===== src/rtl/sram_pkg.sv =====
// Shared constants for the SRAM sample-buffer path: buffer geometry and writer FSM encoding.
// SRAM_control uses the same BUF_WORDS value for its read-side wrap.
package sram_pkg;

    localparam int BUF_WORDS  = 640;
    localparam int FIFO_DEPTH = 4;
    localparam int ADDR_W     = 20;
    localparam int WORD_W     = 16;

    localparam logic [1:0] ST_IDLE    = 2'd0;
    localparam logic [1:0] ST_SETUP   = 2'd1;
    localparam logic [1:0] ST_STROBE  = 2'd2;
    localparam logic [1:0] ST_RELEASE = 2'd3;

    typedef logic [ADDR_W-1:0] addr_t;
    typedef logic [WORD_W-1:0] word_t;

    localparam addr_t LAST_ADDR = addr_t'(BUF_WORDS - 1);

    // Circular buffer successor; the compare is exact so bits above BUF_WORDS stay zero.
    function automatic addr_t next_addr(input addr_t a);
        return (a == LAST_ADDR) ? '0 : a + addr_t'(1);
    endfunction

endpackage


===== src/rtl/word_fifo.sv =====
// Synchronous word FIFO between the byte pairer and the SRAM write FSM.
// A push is accepted while full when a pop retires the head in the same cycle.
module word_fifo
    import sram_pkg::*;
#(
    parameter int DEPTH = FIFO_DEPTH,
    parameter int WIDTH = WORD_W
) (
    input  logic             clk,
    input  logic             rst,
    input  logic             push,
    input  logic             pop,
    input  logic [WIDTH-1:0] din,
    output logic [WIDTH-1:0] dout,
    output logic             full,
    output logic             empty
);

    localparam int             PTR_W     = $clog2(DEPTH);
    localparam logic [PTR_W-1:0] PTR_ONE = PTR_W'(1);
    localparam logic [PTR_W:0] CNT_ONE   = (PTR_W + 1)'(1);
    localparam logic [PTR_W:0] DEPTH_CNT = (PTR_W + 1)'(DEPTH);

    logic [WIDTH-1:0] mem_q [DEPTH];
    logic [PTR_W-1:0] wr_ptr_q, wr_ptr_d;
    logic [PTR_W-1:0] rd_ptr_q, rd_ptr_d;
    logic [PTR_W:0]   count_q, count_d;
    logic             do_push, do_pop;

    always_comb begin
        // NOTE: every output of this block gets a default first, so no path can infer a latch.
        do_pop   = pop && (count_q != '0);
        do_push  = push && ((count_q != DEPTH_CNT) || do_pop);
        wr_ptr_d = wr_ptr_q;
        rd_ptr_d = rd_ptr_q;
        count_d  = count_q;
        if (do_push) wr_ptr_d = wr_ptr_q + PTR_ONE;
        if (do_pop)  rd_ptr_d = rd_ptr_q + PTR_ONE;
        case ({do_push, do_pop})
            2'b10:   count_d = count_q + CNT_ONE;
            2'b01:   count_d = count_q - CNT_ONE;
            default: count_d = count_q;
        endcase
    end

    // NOTE: storage has no reset; an entry is only read after it was written,
    // so its power-up value is never observed.
    always_ff @(posedge clk) begin
        if (do_push) mem_q[wr_ptr_q] <= din;
    end

    always_ff @(posedge clk) begin
        // NOTE: non-blocking assignments so every flop samples pre-edge values.
        if (rst) begin
            wr_ptr_q <= '0;
            rd_ptr_q <= '0;
            count_q  <= '0;
        end else begin
            wr_ptr_q <= wr_ptr_d;
            rd_ptr_q <= rd_ptr_d;
            count_q  <= count_d;
        end
    end

    assign dout  = mem_q[rd_ptr_q];
    assign full  = (count_q == DEPTH_CNT);
    assign empty = (count_q == '0);

endmodule


===== src/rtl/uart_sram_writer.sv =====
// Pairs UART bytes into 16-bit samples, queues them, and writes them into the circular
// SRAM sample buffer only while the display side grants the bus.
module uart_sram_writer
    import sram_pkg::*;
(
    input  logic              pixel_clk,
    input  logic              R,
    input  logic [7:0]        rx_data,
    input  logic              rx_valid,
    input  logic              stop,
    input  logic              wr_grant,
    output logic [ADDR_W-1:0] SRAM_ADDR,
    output logic [WORD_W-1:0] SRAM_DQ_wr,
    output logic              SRAM_DQ_oe,
    output logic              SRAM_WE_N,
    output logic              SRAM_OE_N,
    output logic              wr_busy,
    output logic              frame_wrap,
    output logic              overflow
);

    logic        byte_phase_q, byte_phase_d;
    logic [7:0]  low_byte_q, low_byte_d;
    logic        push_q, push_d;
    word_t       push_word_q, push_word_d;
    logic        overflow_q, overflow_d;

    logic [1:0]  state_q, state_d;
    addr_t       addr_q, addr_d;
    addr_t       sram_addr_q, sram_addr_d;
    word_t       dq_wr_q, dq_wr_d;
    logic        dq_oe_q, dq_oe_d;
    logic        we_n_q, we_n_d;
    logic        oe_n_q, oe_n_d;
    logic        busy_q, busy_d;
    logic        frame_wrap_q, frame_wrap_d;

    logic        fifo_pop, fifo_full, fifo_empty;
    word_t       fifo_dout;

    // The completed word is pushed one cycle after the high byte arrives.
    always_comb begin
        byte_phase_d = byte_phase_q;
        low_byte_d   = low_byte_q;
        push_d       = 1'b0;
        push_word_d  = push_word_q;
        if (rx_valid && !stop) begin
            if (!byte_phase_q) begin
                low_byte_d   = rx_data;
                byte_phase_d = 1'b1;
            end else begin
                push_d       = 1'b1;
                push_word_d  = {rx_data, low_byte_q};
                byte_phase_d = 1'b0;
            end
        end
    end

    word_fifo #(
        .DEPTH (FIFO_DEPTH),
        .WIDTH (WORD_W)
    ) u_fifo (
        .clk   (pixel_clk),
        .rst   (R),
        .push  (push_q),
        .pop   (fifo_pop),
        .din   (push_word_q),
        .dout  (fifo_dout),
        .full  (fifo_full),
        .empty (fifo_empty)
    );

    // A push into a full FIFO survives only when the writer pops in the same cycle.
    assign overflow_d = overflow_q | (push_q && fifo_full && !fifo_pop);

    always_comb begin
        state_d      = state_q;
        addr_d       = addr_q;
        sram_addr_d  = sram_addr_q;
        dq_wr_d      = dq_wr_q;
        dq_oe_d      = dq_oe_q;
        oe_n_d       = oe_n_q;
        busy_d       = busy_q;
        we_n_d       = 1'b1;
        frame_wrap_d = 1'b0;
        fifo_pop     = 1'b0;
        case (state_q)
            ST_IDLE: begin
                if (!fifo_empty && wr_grant && !stop) begin
                    state_d     = ST_SETUP;
                    sram_addr_d = addr_q;
                    dq_wr_d     = fifo_dout;
                    dq_oe_d     = 1'b1;
                    oe_n_d      = 1'b1;
                    busy_d      = 1'b1;
                end
            end
            ST_SETUP: begin
                state_d = ST_STROBE;
                we_n_d  = 1'b0;
            end
            ST_STROBE: begin
                // Once started, a write always finishes even if the grant is withdrawn.
                state_d      = ST_RELEASE;
                frame_wrap_d = (addr_q == LAST_ADDR);
            end
            ST_RELEASE: begin
                state_d  = ST_IDLE;
                fifo_pop = 1'b1;
                addr_d   = next_addr(addr_q);
                dq_oe_d  = 1'b0;
                oe_n_d   = 1'b0;
                busy_d   = 1'b0;
            end
            default: begin
                state_d = ST_IDLE;
                dq_oe_d = 1'b0;
                oe_n_d  = 1'b0;
                busy_d  = 1'b0;
            end
        endcase
    end

    always_ff @(posedge pixel_clk) begin
        if (R) begin
            byte_phase_q <= 1'b0;
            low_byte_q   <= '0;
            push_q       <= 1'b0;
            push_word_q  <= '0;
            overflow_q   <= 1'b0;
            state_q      <= ST_IDLE;
            addr_q       <= '0;
            sram_addr_q  <= '0;
            dq_wr_q      <= '0;
            dq_oe_q      <= 1'b0;
            we_n_q       <= 1'b1;
            oe_n_q       <= 1'b0;
            busy_q       <= 1'b0;
            frame_wrap_q <= 1'b0;
        end else begin
            byte_phase_q <= byte_phase_d;
            low_byte_q   <= low_byte_d;
            push_q       <= push_d;
            push_word_q  <= push_word_d;
            overflow_q   <= overflow_d;
            state_q      <= state_d;
            addr_q       <= addr_d;
            sram_addr_q  <= sram_addr_d;
            dq_wr_q      <= dq_wr_d;
            dq_oe_q      <= dq_oe_d;
            we_n_q       <= we_n_d;
            oe_n_q       <= oe_n_d;
            busy_q       <= busy_d;
            frame_wrap_q <= frame_wrap_d;
        end
    end

    assign SRAM_ADDR  = sram_addr_q;
    assign SRAM_DQ_wr = dq_wr_q;
    assign SRAM_DQ_oe = dq_oe_q;
    assign SRAM_WE_N  = we_n_q;
    assign SRAM_OE_N  = oe_n_q;
    assign wr_busy    = busy_q;
    assign frame_wrap = frame_wrap_q;
    assign overflow   = overflow_q;

endmodule


===== config.mk =====
export PLATFORM = sky130hd
export DESIGN_NAME = uart_sram_writer
export DESIGN_NICKNAME = d
export VERILOG_FILES = /design/src/rtl/sram_pkg.sv /design/src/rtl/word_fifo.sv /design/src/rtl/uart_sram_writer.sv
export SDC_FILE = /design/constraint.sdc
export NUM_CORES = 1
export LEC_CHECK = 0
export BUFFER_PORTS_ARGS = -buffer_cell sky130_fd_sc_hd__buf_2
export CAP_MARGIN = 30
export CORE_MARGIN = 3
export CORE_UTILIZATION = 30
export CTS_BUF_LIST = sky130_fd_sc_hd__clkbuf_8
export DETAILED_ROUTE_END_ITERATION = 16
export GPL_TIMING_DRIVEN = 0
export HOLD_SLACK_MARGIN = 0.1
export REMOVE_ABC_BUFFERS = 1
export SYNTH_ARGS = -nofsm -noshare
export SYNTH_HDL_FRONTEND = slang
export SYNTH_SLANG_ARGS = --single-unit

===== constraint.sdc =====
create_clock -name pixel_clk -period 4 [get_ports pixel_clk]
set_input_delay 0 -clock pixel_clk [delete_from_list [all_inputs] [get_ports pixel_clk]]
set_output_delay 0 -clock pixel_clk [all_outputs]
set_load 0.1 [all_outputs]

==> results of run 1 <==
==> worst reg2reg max path: stages (launching register included) <==
cell and delay (ps):
sky130_fd_sc_hd__dfxtp_1 400, sky130_fd_sc_hd__ha_1 590, sky130_fd_sc_hd__nand2_1 170, sky130_fd_sc_hd__or2_2 320
sky130_fd_sc_hd__fa_1 420, sky130_fd_sc_hd__or3b_2 470, sky130_fd_sc_hd__a31oi_1 170, sky130_fd_sc_hd__a21oi_1 80
==> routing by layer <==
| layer | up-vias | global-route usage | wire length [um] |
|---|---|---|---|
| met1 | 1926 | 0.148 | 5580 |
| met3 | 15 | 0.0232 | 481 |
| li1 | 1931 | - | - |
| met5 | - | 0 | 0 |
| met4 | 0 | 0.0448 | 152 |
| met2 | 92 | 0.207 | 6360 |
==> layout make-up <==
type / count / share of cell area
sequential: 159 / 0.532
multi-input combinational: 308 / 0.292
timing repair buffer: 74 / 0.0712
tap: 265 / 0.0461
clock buffer: 19 / 0.0364
clock inverter: 13 / 0.0179
inverter: 9 / 0.00470
==> Yosys cell counts, types with 6 or more instances <==
cell type | count | area share
sky130_fd_sc_hd__nand4_1 | 9 | 0.0092
sky130_fd_sc_hd__nor4_1 | 6 | 0.0061
sky130_fd_sc_hd__dfxtp_1 | 95 | 0.31
sky130_fd_sc_hd__mux4_2 | 16 | 0.059
sky130_fd_sc_hd__a21oi_1 | 42 | 0.034
sky130_fd_sc_hd__xor2_1 | 7 | 0.010
sky130_fd_sc_hd__ha_1 | 10 | 0.020
sky130_fd_sc_hd__clkbuf_1 | 20 | 0.012
sky130_fd_sc_hd__mux2i_1 | 12 | 0.020
sky130_fd_sc_hd__edfxtp_1 | 64 | 0.31
sky130_fd_sc_hd__nand2_1 | 81 | 0.050
sky130_fd_sc_hd__a22o_1 | 16 | 0.023
sky130_fd_sc_hd__xnor2_1 | 14 | 0.020
sky130_fd_sc_hd__nor2_1 | 41 | 0.025
sky130_fd_sc_hd__inv_1 | 9 | 0.0055
==> logic make-up (layout without fill, tap and decap cells) <==
logic type               Yosys count  in the layout  synth area share
AND/OR/NAND/NOR                  176            176             0.134
flip-flops                       159            159             0.626
AO/OA/AOI/OAI                     72             72            0.0752
buffers and inverters             40            115            0.0320
multiplexers                      28             28            0.0787
XOR/XNOR                          21             21            0.0301
adder cells (fa/ha/maj)           11             11            0.0238
==> report_power, final <==
| group | internal (uW) | switching, uW | total (uW) |
|---|---|---|---|
| logic | 58.1 | 120 | 179 |
| registers | 1690 | 15.8 | 1710 |
| clock network | 540 | 631 | 1170 |
| total | 2290 | 767 | 3060 |
==> through the flow <==
step                      setup slack [ps]  utilization
after floorplan                       1290            -
after global placement                1120        0.332
after detailed placement              1220        0.338
after CTS                             1200        0.365
after global routing                  1020        0.365
final                                 1260        0.365
==> sequential cells by signal, summed over array words and instances, names as in the netlist <==
signal and flops:
u_fifo.mem_q 64, SRAM_ADDR 20, addr_q 20, SRAM_DQ_wr 16, push_word_q 16, low_byte_q 8, u_fifo.count_q 3, state_q 2
u_fifo.rd_ptr_q 2, u_fifo.wr_ptr_q 2, SRAM_WE_N 1, byte_phase_q 1, frame_wrap 1, overflow 1, push_q 1, wr_busy 1
==> worst paths after layout <==
kind / end / slack, ps / cells after the start
setup / recovery: u_fifo.count_q[2] / 1260 / 7
hold / removal: push_word_q[8] / 320 / 3
setup reg to reg: u_fifo.count_q[2] / 1260 / 7
hold reg to reg: SRAM_ADDR[2] / 450 / 2
==> what timing repair did <==
| action | CTS | global route |
|---|---|---|
| setup endpoints to repair | 0 | 0 |
| hold endpoints to repair | 32 | 0 |
| hold buffers | 13 | 0 |
==> flow_results.xml, run 1 <==
<?xml version="1.0" encoding="UTF-8"?>
<metrics>
  <group name="run_status">
    <metric name="run_status" unit="">finished clean</metric>
  </group>
  <group name="clocking">
    <metric name="cts-htree-levels" unit="">4</metric>
    <metric name="clock_sinks" unit="">159</metric>
    <metric name="cts_buffers" unit="">17</metric>
    <metric name="tritoncts" unit="">done</metric>
    <metric name="clock_latency" unit="ps">440</metric>
    <metric name="max-clock-path-buffers" unit="">2</metric>
    <metric name="cts.repair.resized" unit="">0</metric>
    <metric name="ctsRootBufferMaster" unit="">sky130_fd_sc_hd__clkbuf_8</metric>
    <metric name="cts_setup_buffers" unit="">0</metric>
    <metric name="clkSlewWorstSetupHoldPaths" unit="ps">90</metric>
  </group>
  <group name="floorplanning">
    <metric name="top_level_ports" unit="">55</metric>
    <metric name="die_area" unit="mm^2">0.0221</metric>
    <metric name="core_area" unit="mm^2">0.0197</metric>
    <metric name="core.rowCount" unit="">51</metric>
    <metric name="die_width" unit="um">149</metric>
    <metric name="die_y" unit="um">149</metric>
    <metric name="floorplan.initialDensity" unit="">0.310</metric>
  </group>
  <group name="synthesis">
    <metric name="synth-main-ff-cell" unit="">sky130_fd_sc_hd__dfxtp_1</metric>
    <metric name="synth.yosys.warnings" unit="">0</metric>
    <metric name="mean_instance_size_in_the_synthesized_netlist" unit="um^2">12.0</metric>
    <metric name="ys_seq_elements" unit="">159</metric>
    <metric name="async_flop_share" unit="">0</metric>
    <metric name="synth_sequential_area_ratio" unit="">0.626</metric>
    <metric name="netlist_area" unit="mm^2">0.00610</metric>
    <metric name="synth_cell_type_count" unit="">46</metric>
    <metric name="count_of_flip_flops_with_a_built_in_enable_after_synthesis" unit="">64</metric>
    <metric name="synthCells" unit="">507</metric>
  </group>
  <group name="placement">
    <metric name="post-place-cells" unit="">802</metric>
    <metric name="detailed_place.area" unit="mm^2">0.00667</metric>
    <metric name="buffer_ports.inserted" unit="">54</metric>
    <metric name="half_perimeter_wire_length_of_the_detailed_placement_result" unit="um">8380</metric>
    <metric name="place.gp.congestion" unit="">0.821</metric>
  </group>
  <group name="setup_path">
    <metric name="critPathRequiredTime" unit="ps">4310</metric>
    <metric name="cp_num_buf_inv" unit="">0</metric>
    <metric name="crit_path_start_kind" unit="">flop</metric>
    <metric name="crit_fanout" unit="">17</metric>
    <metric name="timing.critical_path.to_type" unit="">flop</metric>
    <metric name="cp_slowest_stage_delay" unit="ps">590</metric>
    <metric name="critical_register_to_register_path_startpoint" unit="">state_q[0]</metric>
    <metric name="crit_path_start" unit="">state_q[0]</metric>
    <metric name="timing.setup.critical_path_class" unit="">reg2reg</metric>
    <metric name="worstPathArrival" unit="ps">3060</metric>
    <metric name="cells_along_the_critical_path" unit="">ha_1 -&gt; nand2_1 -&gt; or2_2 -&gt; fa_1 -&gt; or3b_2 -&gt; a31oi_1 -&gt; a21oi_1</metric>
    <metric name="cpLargestDelayFamily" unit="">adder cells</metric>
    <metric name="crit_path_top_delay_cell" unit="">sky130_fd_sc_hd__ha_1</metric>
  </group>
  <group name="finish">
    <metric name="syn_to_final_growth" unit="%">17.8</metric>
    <metric name="nNetsFinal" unit="">593</metric>
    <metric name="instances_no_fill" unit="">847</metric>
    <metric name="antenna-diode-count" unit="">0</metric>
    <metric name="multi_input_comb_area" unit="mm^2">0.00210</metric>
    <metric name="mostFrequentLayoutCells" unit="">sky130_fd_sc_hd__dfxtp_1, sky130_fd_sc_hd__nand2_1, sky130_fd_sc_hd__edfxtp_1</metric>
    <metric name="leading_cell_type_in_the_layout_fill_and_taps_excluded" unit="">sky130_fd_sc_hd__dfxtp_1</metric>
    <metric name="filler_cell_count" unit="">1916</metric>
    <metric name="drive_gt1_frac" unit="">0.201</metric>
    <metric name="sequential_cell_area" unit="mm^2">0.00382</metric>
    <metric name="fin_area" unit="mm^2">0.00719</metric>
  </group>
  <group name="drt">
    <metric name="drcViolationCount" unit="">0</metric>
    <metric name="drt-initial-drc-count" unit="">171</metric>
    <metric name="routedWlPerCell" unit="um">14.8</metric>
    <metric name="via_per_inst" unit="">4.68</metric>
    <metric name="dr.pass1.iters" unit="">4</metric>
    <metric name="postRouteAntennaNets" unit="">0</metric>
    <metric name="num_vias" unit="">3964</metric>
    <metric name="postRouteWirelength" unit="um">12600</metric>
  </group>
  <group name="grt">
    <metric name="pin_count_of_the_biggest_net_entering_global_routing" unit="">41</metric>
    <metric name="wire_length_of_the_first_global_routing_pass" unit="um">20800</metric>
    <metric name="grt_antenna_before_repair" unit="">0</metric>
    <metric name="grt.total_usage" unit="">0.119</metric>
    <metric name="grt-ovfl-total" unit="">0</metric>
    <metric name="grt_pass1_vias" unit="">4046</metric>
  </group>
  <group name="min_path">
    <metric name="hp-start" unit="">rx_data[0]</metric>
    <metric name="timing.hold.worst.class" unit="">in2reg</metric>
  </group>
  <group name="sta">
    <metric name="timing.fmax" unit="MHz">364</metric>
    <metric name="worst_slew_margin_relative_to_its_limit" unit="">0.392</metric>
    <metric name="setup_viol" unit="">0</metric>
    <metric name="timing.clock.skew" unit="ps">16.5</metric>
    <metric name="worst_hold_slack" unit="ps">319</metric>
    <metric name="tns" unit="ps">0</metric>
    <metric name="timing.final.max_slew_violations" unit="">0</metric>
    <metric name="timing_hold_violations_final" unit="">0</metric>
    <metric name="period_minus_slack" unit="ps">2740</metric>
    <metric name="fin_crit_share" unit="">0.686</metric>
    <metric name="unrepaired_setup_endpoints_after_global_routing" unit="">no</metric>
    <metric name="tightestPinTransition" unit="ps">911</metric>
  </group>
  <group name="power">
    <metric name="p_total" unit="uW">3060</metric>
    <metric name="power.static_leakage" unit="uW">0.00237</metric>
    <metric name="power.ir.vdd_worst" unit="uV">263</metric>
    <metric name="power-per-cell-area" unit="mW/mm^2">425</metric>
  </group>
  <group name="flow_run">
    <metric name="total_of_max_cap_violations" unit="">0</metric>
  </group>
</metrics>
No activity file was read; power rests on OpenSTA's default activity.
==> run 2, diff against run 1 <==
--- a/config.mk
+++ b/config.mk
@@ -5,6 +5,7 @@
 export SDC_FILE = /design/constraint.sdc
 export NUM_CORES = 1
 export LEC_CHECK = 0
+export ABC_AREA = 1
 export BUFFER_PORTS_ARGS = -buffer_cell sky130_fd_sc_hd__buf_2
 export CAP_MARGIN = 30
 export CORE_MARGIN = 3
==> constraint.sdc (replaced) <==
create_clock -name pixel_clk -period 2.32 [get_ports pixel_clk]
set_input_delay 0 -clock pixel_clk [delete_from_list [all_inputs] [get_ports pixel_clk]]
set_output_delay 0 -clock pixel_clk [all_outputs]
set_load 0.1 [all_outputs]
==> flow_results.xml, run 2 <==
<?xml version="1.0" encoding="UTF-8"?>
<metrics>
  <group name="synthesis">
    <metric name="synth.top_cell.area_share" unit="">0.302</metric>
    <metric name="ys_top_cells_by_count" unit="">sky130_fd_sc_hd__dfxtp_1, sky130_fd_sc_hd__inv_1, sky130_fd_sc_hd__nor2_1</metric>
    <metric name="cell_with_the_most_instances_after_synthesis" unit="">sky130_fd_sc_hd__dfxtp_1</metric>
    <metric name="mean_instance_size_in_the_synthesized_netlist" unit="um^2">9.39</metric>
    <metric name="synth_cell_type_count" unit="">35</metric>
    <metric name="async_flop_share" unit="">0</metric>
    <metric name="count_of_flip_flops_with_a_built_in_enable_after_synthesis" unit="">64</metric>
    <metric name="synth_largest_area_cell" unit="">sky130_fd_sc_hd__edfxtp_1</metric>
    <metric name="ys_seq_elements" unit="">159</metric>
    <metric name="synthCells" unit="">678</metric>
    <metric name="synth-main-ff-cell" unit="">sky130_fd_sc_hd__dfxtp_1</metric>
    <metric name="synth_sequential_area_ratio" unit="">0.601</metric>
    <metric name="synth.yosys.warnings" unit="">0</metric>
    <metric name="ys_top_cells_by_area" unit="">sky130_fd_sc_hd__edfxtp_1, sky130_fd_sc_hd__dfxtp_1, sky130_fd_sc_hd__o21ai_0, sky130_fd_sc_hd__inv_1, sky130_fd_sc_hd__nor2_1</metric>
    <metric name="netlist_area" unit="mm^2">0.00636</metric>
  </group>
  <group name="clocking">
    <metric name="clock_sinks" unit="">159</metric>
    <metric name="clock_latency" unit="ps">450</metric>
    <metric name="tritoncts" unit="">done</metric>
    <metric name="max-clock-path-buffers" unit="">2</metric>
    <metric name="cts-htree-levels" unit="">4</metric>
    <metric name="ctsRootBufferMaster" unit="">sky130_fd_sc_hd__clkbuf_8</metric>
    <metric name="cts_buffers" unit="">17</metric>
    <metric name="clkSlewWorstSetupHoldPaths" unit="ps">80</metric>
    <metric name="cts_setup_buffers" unit="">0</metric>
  </group>
  <group name="finish">
    <metric name="largest_reg_flops" unit="">64</metric>
    <metric name="registers.top_by_ff_count" unit="">u_fifo.mem_q</metric>
    <metric name="instances_no_fill" unit="">1022</metric>
    <metric name="finalCoreUtilization" unit="">0.359</metric>
    <metric name="drive_gt1_frac" unit="">0.158</metric>
    <metric name="filler_cell_count" unit="">2113</metric>
    <metric name="leading_cell_type_in_the_layout_fill_and_taps_excluded" unit="">sky130_fd_sc_hd__dfxtp_1</metric>
    <metric name="mostFrequentLayoutCells" unit="">sky130_fd_sc_hd__dfxtp_1, sky130_fd_sc_hd__inv_1, sky130_fd_sc_hd__nor2_1</metric>
    <metric name="multi_input_comb_area" unit="mm^2">0.00206</metric>
    <metric name="antenna-diode-count" unit="">0</metric>
    <metric name="nNetsFinal" unit="">763</metric>
    <metric name="fin_area" unit="mm^2">0.00738</metric>
    <metric name="syn_to_final_growth" unit="%">16.0</metric>
    <metric name="sequential_cell_area" unit="mm^2">0.00382</metric>
  </group>
  <group name="placement">
    <metric name="detailed_place.area" unit="mm^2">0.00692</metric>
    <metric name="place.gp.congestion" unit="">0.789</metric>
    <metric name="half_perimeter_wire_length_of_the_detailed_placement_result" unit="um">8610</metric>
    <metric name="post-place-cells" unit="">978</metric>
    <metric name="buffer_ports.inserted" unit="">54</metric>
    <metric name="place_ws" unit="ps">59.3</metric>
  </group>
  <group name="sta">
    <metric name="unrepaired_setup_endpoints_after_global_routing" unit="">no</metric>
    <metric name="setup_viol" unit="">0</metric>
    <metric name="period_minus_slack" unit="ps">2060</metric>
    <metric name="worst_slack" unit="ps">255</metric>
    <metric name="timing.final.max_slew_violations" unit="">0</metric>
    <metric name="timing.clock.skew" unit="ps">10.8</metric>
    <metric name="timing.fmax" unit="MHz">484</metric>
    <metric name="worst_slew_margin_relative_to_its_limit" unit="">0.392</metric>
    <metric name="tightestPinTransition" unit="ps">911</metric>
    <metric name="fin_crit_share" unit="">0.890</metric>
    <metric name="worst_hold_slack" unit="ps">287</metric>
    <metric name="timing_hold_violations_final" unit="">0</metric>
  </group>
  <group name="drt">
    <metric name="wl_met3" unit="um">425</metric>
    <metric name="drt-initial-drc-count" unit="">212</metric>
    <metric name="wl_met2" unit="um">5960</metric>
    <metric name="postRouteWirelength" unit="um">12900</metric>
    <metric name="num_vias" unit="">4551</metric>
    <metric name="top_layer_used" unit="">met4</metric>
    <metric name="wirelength_met1" unit="um">6280</metric>
    <metric name="via_per_inst" unit="">4.45</metric>
    <metric name="dr.pass1.iters" unit="">5</metric>
    <metric name="drcViolationCount" unit="">0</metric>
    <metric name="routedWlPerCell" unit="um">12.7</metric>
    <metric name="postRouteAntennaNets" unit="">0</metric>
  </group>
  <group name="grt">
    <metric name="grt_pass1_vias" unit="">4465</metric>
    <metric name="wire_length_of_the_first_global_routing_pass" unit="um">21600</metric>
    <metric name="grt_antenna_before_repair" unit="">0</metric>
    <metric name="grt.total_usage" unit="">0.120</metric>
    <metric name="pin_count_of_the_biggest_net_entering_global_routing" unit="">56</metric>
    <metric name="grt-ovfl-total" unit="">0</metric>
  </group>
  <group name="power">
    <metric name="power.static_leakage" unit="uW">0.00268</metric>
    <metric name="power.internal" unit="uW">3820</metric>
    <metric name="net-switching-power" unit="uW">1380</metric>
    <metric name="power_frac_seq" unit="">0.573</metric>
    <metric name="power-per-cell-area" unit="mW/mm^2">704</metric>
    <metric name="power_frac_clock" unit="">0.343</metric>
    <metric name="combinationalPowerShare" unit="">0.084</metric>
    <metric name="power.share.switching" unit="">0.266</metric>
    <metric name="power.ir.vdd_worst" unit="uV">250</metric>
  </group>
  <group name="floorplanning">
    <metric name="top_level_ports" unit="">55</metric>
    <metric name="die_y" unit="um">152</metric>
    <metric name="floorplan.initialDensity" unit="">0.310</metric>
    <metric name="die_width" unit="um">152</metric>
    <metric name="die_area" unit="mm^2">0.0230</metric>
    <metric name="core_area" unit="mm^2">0.0206</metric>
    <metric name="core.rowCount" unit="">52</metric>
  </group>
  <group name="setup_path">
    <metric name="timing.critical_path.to_type" unit="">flop</metric>
    <metric name="crit_path_top_delay_cell" unit="">sky130_fd_sc_hd__nor2_2</metric>
    <metric name="cp_num_buf_inv" unit="">0</metric>
    <metric name="timing.setup.critical_path_class" unit="">reg2reg</metric>
    <metric name="cpLargestDelayFamily" unit="">simple AND/OR/NAND/NOR gates</metric>
    <metric name="rrSetupSlack" unit="ps">260</metric>
    <metric name="cp_slowest_stage_delay" unit="ps">720</metric>
    <metric name="worstPathArrival" unit="ps">2140</metric>
    <metric name="critPathRequiredTime" unit="ps">2400</metric>
    <metric name="crit_path_start_kind" unit="">flop</metric>
    <metric name="crit_fanout" unit="">16</metric>
    <metric name="cells_along_the_critical_path" unit="">ha_2 -&gt; o21ai_2 -&gt; nor2_2</metric>
  </group>
  <group name="min_path">
    <metric name="timing.hold.worst.class" unit="">in2reg</metric>
  </group>
  <group name="run_status">
    <metric name="run_status" unit="">finished clean</metric>
  </group>
  <group name="flow_run">
    <metric name="total_of_max_cap_violations" unit="">0</metric>
  </group>
</metrics>
-- run 2: what timing repair did --
action,4_1_cts,5_1_grt
endpoints found under the setup margin,0,23
hold buffers,12,0
hold endpoints to repair,22,0
resized for setup,0,2
-- run 2: worst register-to-register path: stages, from the launching register on --
cell,delay (ps)
sky130_fd_sc_hd__dfxtp_1,390
sky130_fd_sc_hd__ha_2,380
sky130_fd_sc_hd__o21ai_2,190
sky130_fd_sc_hd__nor2_2,720
-- run 2: cell type report --
type	count	share of cell area
sequential	159	0.518
clock inverter	14	0.0127
timing repair buffer	71	0.0627
clock buffer	18	0.0335
multi-input combinational	397	0.280
tap	270	0.0457
inverter	93	0.0479
-- run 2: power by group through the flow --
stage	registers [uW]	logic (uW)	clock network [uW]
floorplan	3160	195	0
global placement	3040	414	0
detailed placement	3040	425	0
CTS	2980	442	1840
global route	2990	485	1970
finish	2980	435	1780
-- run 2: cell families (layout without fill, tap and decap cells) --
| logic type | count (synthesis) | in the layout | share of synthesized area |
|---|---|---|---|
| compound gates | 175 | 175 | 0.150 |
| xor+xnor | 3 | 3 | 0.00413 |
| fa+ha+maj | 11 | 11 | 0.0228 |
| buf+inv | 122 | 196 | 0.0769 |
| flops | 159 | 159 | 0.601 |
| simple gates | 208 | 208 | 0.146 |
-- run 2: worst paths after layout --
kind,start,end,cells past startpoint
min,rx_data[2],push_word_q[10],4
max,state_q[0],u_fifo.mem_q[1][10],3
min reg2reg,SRAM_ADDR[18],SRAM_ADDR[18],2
max reg2reg,state_q[0],u_fifo.mem_q[1][10],3
-- run 2: metal layers --
layer / track usage / vias up
met5: 0 / -
met4: 0.0481 / 0
met3: 0.0318 / 17
met2: 0.200 / 56
met1: 0.148 / 2091
li1: - / 2387
-- run 2: through the flow --
step	power, uW	setup TNS (ps)
finish	5200	0
global placement	3460	-59080
CTS	5260	0
global route	5440	0
floorplan	3350	-257
detailed placement	3470	0
